--- src/rtl/pc_unit.sv ---
// Program-counter unit: selects the next fetch address from increment, branch,
// jump or a circular return-address stack, with sticky misalign/underflow flags.
module pc_unit #(
  parameter int                WIDTH        = 32,
  parameter logic [WIDTH-1:0]  RESET_VECTOR = '0,
  parameter int                INC          = 4,
  parameter int                RAS_DEPTH    = 4
) (
  input  logic             clk,
  input  logic             reset,
  input  logic             pc_write,
  input  logic             pc_write_cond,
  input  logic             cond_invert,
  input  logic             zero,
  input  logic [1:0]       pc_src,
  input  logic [WIDTH-1:0] branch_target,
  input  logic [WIDTH-1:0] jump_target,
  input  logic             link,
  input  logic             err_clr,
  output logic [WIDTH-1:0] pc_addr,
  output logic             ras_empty,
  output logic             ras_full,
  output logic             err_misalign,
  output logic             err_underflow
);

  localparam int               PW         = $clog2(RAS_DEPTH);
  localparam int               CW         = $clog2(RAS_DEPTH + 1);
  localparam logic [CW-1:0]    CNT_MAX    = CW'(RAS_DEPTH);
  localparam logic [WIDTH-1:0] INC_V      = WIDTH'(INC);
  localparam logic [WIDTH-1:0] ALIGN_MASK = WIDTH'(INC - 1);

  logic [WIDTH-1:0] pc_q, pc_d;
  logic [WIDTH-1:0] ras_q [RAS_DEPTH];
  logic [PW-1:0]    top_q, top_d;
  logic [CW-1:0]    cnt_q, cnt_d;
  logic             err_mis_q, err_mis_d;
  logic             err_und_q, err_und_d;

  logic [WIDTH-1:0] pc_inc, cand;
  logic             req, rej_und, rej_mis, accept;
  logic             do_push, do_pop, do_swap, wr_en;
  logic [PW-1:0]    wr_idx;

  always_comb begin
    pc_inc = pc_q + INC_V;
    req    = pc_write | (pc_write_cond & (zero ^ cond_invert));

    case (pc_src)
      2'b00:   cand = pc_inc;
      2'b01:   cand = branch_target;
      2'b10:   cand = jump_target;
      default: cand = ras_q[top_q];
    endcase

    // Underflow takes priority so a pop from an empty stack never flags misalign.
    rej_und = req & (pc_src == 2'b11) & (cnt_q == '0);
    rej_mis = req & ~rej_und & ((cand & ALIGN_MASK) != '0);
    accept  = req & ~rej_und & ~rej_mis;

    do_push = accept & link & (pc_src != 2'b11);
    do_pop  = accept & ~link & (pc_src == 2'b11);
    do_swap = accept & link & (pc_src == 2'b11);

    pc_d   = accept ? cand : pc_q;
    top_d  = top_q;
    cnt_d  = cnt_q;
    wr_en  = do_push | do_swap;
    wr_idx = top_q;

    if (do_push) begin
      top_d  = top_q + PW'(1);
      wr_idx = top_q + PW'(1);
      if (cnt_q != CNT_MAX) cnt_d = cnt_q + CW'(1);
    end
    if (do_pop) begin
      top_d = top_q - PW'(1);
      cnt_d = cnt_q - CW'(1);
    end

    err_mis_d = (err_mis_q & ~err_clr) | rej_mis;
    err_und_d = (err_und_q & ~err_clr) | rej_und;
  end

  always_ff @(posedge clk or negedge reset) begin
    if (!reset) begin
      pc_q      <= RESET_VECTOR;
      top_q     <= '0;
      cnt_q     <= '0;
      err_mis_q <= 1'b0;
      err_und_q <= 1'b0;
    end else begin
      pc_q      <= pc_d;
      top_q     <= top_d;
      cnt_q     <= cnt_d;
      err_mis_q <= err_mis_d;
      err_und_q <= err_und_d;
    end
  end

  // Stack storage needs no reset; its contents are only read when count is non-zero.
  always_ff @(posedge clk) begin
    if (wr_en) ras_q[wr_idx] <= pc_inc;
  end

  assign pc_addr       = pc_q;
  assign ras_empty     = (cnt_q == '0);
  assign ras_full      = (cnt_q == CNT_MAX);
  assign err_misalign  = err_mis_q;
  assign err_underflow = err_und_q;

endmodule

--- config.mk ---
export PLATFORM = sky130hd
export DESIGN_NAME = pc_unit
export DESIGN_NICKNAME = d
export VERILOG_FILES = /design/src/rtl/pc_unit.sv
export SDC_FILE = /design/constraint.sdc
export NUM_CORES = 1
export LEC_CHECK = 0
export ABC_AREA = 1
export CORE_MARGIN = 4
export CORE_UTILIZATION = 51
export CTS_BUF_LIST = sky130_fd_sc_hd__clkbuf_4 sky130_fd_sc_hd__clkbuf_8
export DETAILED_ROUTE_END_ITERATION = 8
export PLACE_DENSITY = 0.76
export SLEW_MARGIN = 30
export SYNTH_ARGS = -nofsm -noshare
export SYNTH_HDL_FRONTEND = slang
export SYNTH_SLANG_ARGS = --single-unit
--- constraint.sdc ---
create_clock -name clk -period 3.2 [get_ports clk]
set_input_delay 0.48 -clock clk [delete_from_list [all_inputs] [get_ports clk]]
set_output_delay 0.48 -clock clk [all_outputs]
set_load 0.005 [all_outputs]
==> run_results.csv <==
group,metric,value,unit
routing,firstDrtPassIters,5,
synth,synth.top_cell.area_share,48.4,%
routing,drtAntennaViolNets,0,
clocking,clock_insertion_delay_worst_skew,0.45,ns
critical_path,cp_data_arrival_time,2.72,ns
clocking,cts_buffers,17,
synth,syn_nets,882,
global_routing,grt_usage,24.2,%
pwr,pwr-share-comb,33.9,%
finish,antennaDiodeCount,0,
global_routing,grt_max_degree,33,
placement,place_congestion,0.998,
timing,finalSetupTns,0,ns
routing,wirelength,21200,um
critical_path,path_class,"in2reg",
die,start_util,52.1,%
routing,vias,6223,
pwr,power,7.40,mW
clocking,cts.sinks,167,
timing,setup_viol,0,
pwr,p_switching,2.64,mW
clocking,cts_tree,"done",
routing,viasPerCell,5.43,
placement,placed_area,9370,um^2
critical_path,crit_start,"pc_src[0]",
timing,relSlewSlack,61.1,%
placement,dp_cells,1113,
global_routing,antenna_found_initial,0,
die,dieHeight,133,um
placement,numPortBuffers,109,
timing,rsz0062_at_grt,"false",
pwr,ir_drop,0.546,mV
critical_path,r2r_cells,11,
clocking,clockBufferDepth,2,
clocking,ctsHoldBuffers,0,
critical_path,cp-endpoint,"ras_q[1][27]$_DFFE_PP_",
routing,drc_errors,0,
synth,syn-cell-area,7950,um^2
critical_path,worstSetupEndpointType,"flip-flop",
critical_path,cp_max_fo,32,
clocking,clockRootBuffer,"clkbuf_8",
synth,netlist_instances,806,
finish,post-route-util,64.1,%
timing,hold_viol_final,0,
synth,ys_warn_count,0,
die,rows,45,
critical_path,rr_endpoint,"pc_addr[12]$_DFFE_PN0P_",
die,die_area,17600,um^2
flow_run,maxCapViolCount,0,
timing,finalCritPeriodShare,80.7,%
synth,ys_seq_elements,167,
die,ios,110,
die,die_x,133,um
synth,synth-seq-area-share,60.6,%
timing,fmax,387,MHz
global_routing,grt_pass1_wl,32700,um
pwr,switching_share,35.7,%
timing,drv_slew,0,
critical_path,startpoint_type,"input pin",
finish,final_nets,997,
clocking,ctsResizeCount,0,
clocking,clk_pin_slew,0.08,ns
pwr,seqPwrFrac,45.5,%
routing,wl_per_cell,18.5,um
die,core_area,15300,um^2
synth,synth_top_cell_by_area,"edfxtp_1",
timing,tightest_slew,0.583,ns
critical_path,required,3.33,ns
pwr,intPower,4.76,mW
routing,drtIter0Drc,702,
critical_path,r2r_slack,0.99,ns
finish,final_area,9780,um^2
finish,drive_above_1_share,10.1,%
synth,synthTopCellsByArea,"edfxtp_1 48%, dfrtp_1 12%, nand2_1 12%",
timing,period_minus_slack,2.58,ns
critical_path,worstReg2RegStart,"pc_addr[2]$_DFFE_PN0P_",
synth,syn_area_per_cell,9.86,um^2
pwr,p_clk_share,20.6,%
finish,fin_cells,1145,
clocking,h-tree-depth,4,
clocking,post-cts-setup-buffers,0,
global_routing,grt_pass1_vias,5949,
run_status,status,"completed",
pwr,leakage,3.81,nW
worst_hold_path,hold_path.class,"in2async",
global_routing,overflow,0,
placement,dp_hpwl,14400,um
timing,skew,0.0127,ns
finish,area_growth,23.0,%
pwr,power.density,757,nW/um^2
synth,yosysUniqueCellTypes,39,
sequential cells by signal, summed over array words and instances (netlist names):
register,cells
cnt_q,3
err_misalign,1
err_underflow,1
pc_addr,32
ras_q,128
top_q,2
stage by stage:
stage / hold slack, ns / worst slack [ns]
2_1_floorplan: 0.184 / -0.0345
3_3_place_gp: 0.511 / 0.273
3_5_place_dp: 0.497 / 0.176
4_1_cts: 0.0121 / 0.641
5_1_grt: 0.0322 / 0.503
6_report: 0.0318 / 0.617
worst min path at each step:
stage	slack, ns	startpoint	to
detailed placement	0.50	reset	cnt_q[2]$_DFFE_PN0P_
global route	0.03	reset	top_q[1]$_DFF_PN0_
finish	0.03	reset	top_q[1]$_DFF_PN0_
global placement	0.51	pc_addr[29]$_DFFE_PN0P_	pc_addr[29]$_DFFE_PN0P_
CTS	0.01	reset	pc_addr[6]$_DFFE_PN0P_
floorplan	0.18	reset	cnt_q[0]$_DFFE_PN0P_
Yosys cell counts (all sizes together):
cell type and number:
nand2 252, edfxtp 128, inv 73, nand3 61, nor2 60, dfrtp 39
o21ai 38, a22oi 34, clkbuf 18, a21oi 16, buf 16, nand4 15
xor2 12, nor3 11, a221oi 10, a41oi 7, a31oi 6, and2 2
clkinv 2, fa 1, ha 1, o21a 1, o31ai 1, or2 1
xnor2 1
worst max-delay path, stage by stage:
cell             delay (ns)
clkdlybuf4s50_1        0.62
nand2_1                0.26
a21oi_1                0.22
nand3_2                0.13
nand2_4                0.12
nand4_2                0.12
inv_2                  0.11
nand2_1                0.06
nand2_2                0.10
inv_1                  0.08
nor2_2                 0.16
buf_12                 0.24
layout make-up:
class                           instances  area [um^2]
Clock buffer                           24          318
Clock inverter                          8         93.8
Fill cell                            1200         5480
Inverter                               75          283
Multi-Input combinational cell        530         2680
Sequential cell                       167         4820
Tap cell                              211          264
Timing Repair Buffer                  130         1330
power by group through the flow:
stage / clock, mW / combinational [mW] / sequential, mW
finish: 1.53 / 2.51 / 3.37
global route: 1.64 / 2.78 / 3.42
CTS: 1.54 / 2.51 / 3.36
detailed placement: 0 / 2.50 / 3.39
global placement: 0 / 2.44 / 3.40
floorplan: 0 / 1.43 / 3.28
layer usage:
| layer | vias to the layer above | GRT usage, % | share of wire, % |
|---|---|---|---|
| li1 | 2990 | - | - |
| met1 | 2937 | 32.0 | 41 |
| met2 | 273 | 40.2 | 49 |
| met3 | 23 | 5.70 | 8.4 |
| met4 | 0 | 7.04 | 1.6 |
| met5 | - | 0 | 0 |
cells by family (layout without fill, tap and decap cells):
logic type                 after synthesis  after routing  share of synthesized area (%)
AOI/OAI and AO/OA                      113            113                           9.29
and+or+nand+nor                        402            402                           22.3
xor gates and xnor gates                13             13                           1.43
DFF                                    167            167                           60.6
buffers and inverters                  109            237                           5.93
adders and majority gates                2              2                          0.409
placed cells by master (no fill, tap or decap), drive strengths merged:
master	netlist	layout
a22oi	34	34
a221oi	10	10
bufinv	0	2
a31oi	6	6
clkinv	2	8
and2	2	2
nand3	61	61
or2	1	1
a41oi	7	7
nor3	11	11
a21oi	16	16
xnor2	1	1
nand2	252	252
clkdlybuf4s50	0	108
fa	1	1
clkbuf	18	24
edfxtp	128	128
buf	16	22
inv	73	73
o21a	1	1
ha	1	1
nor2	60	60
xor2	12	12
o31ai	1	1
dfrtp	39	39
nand4	15	15
o21ai	38	38
Power figures use the tool's default switching activity.
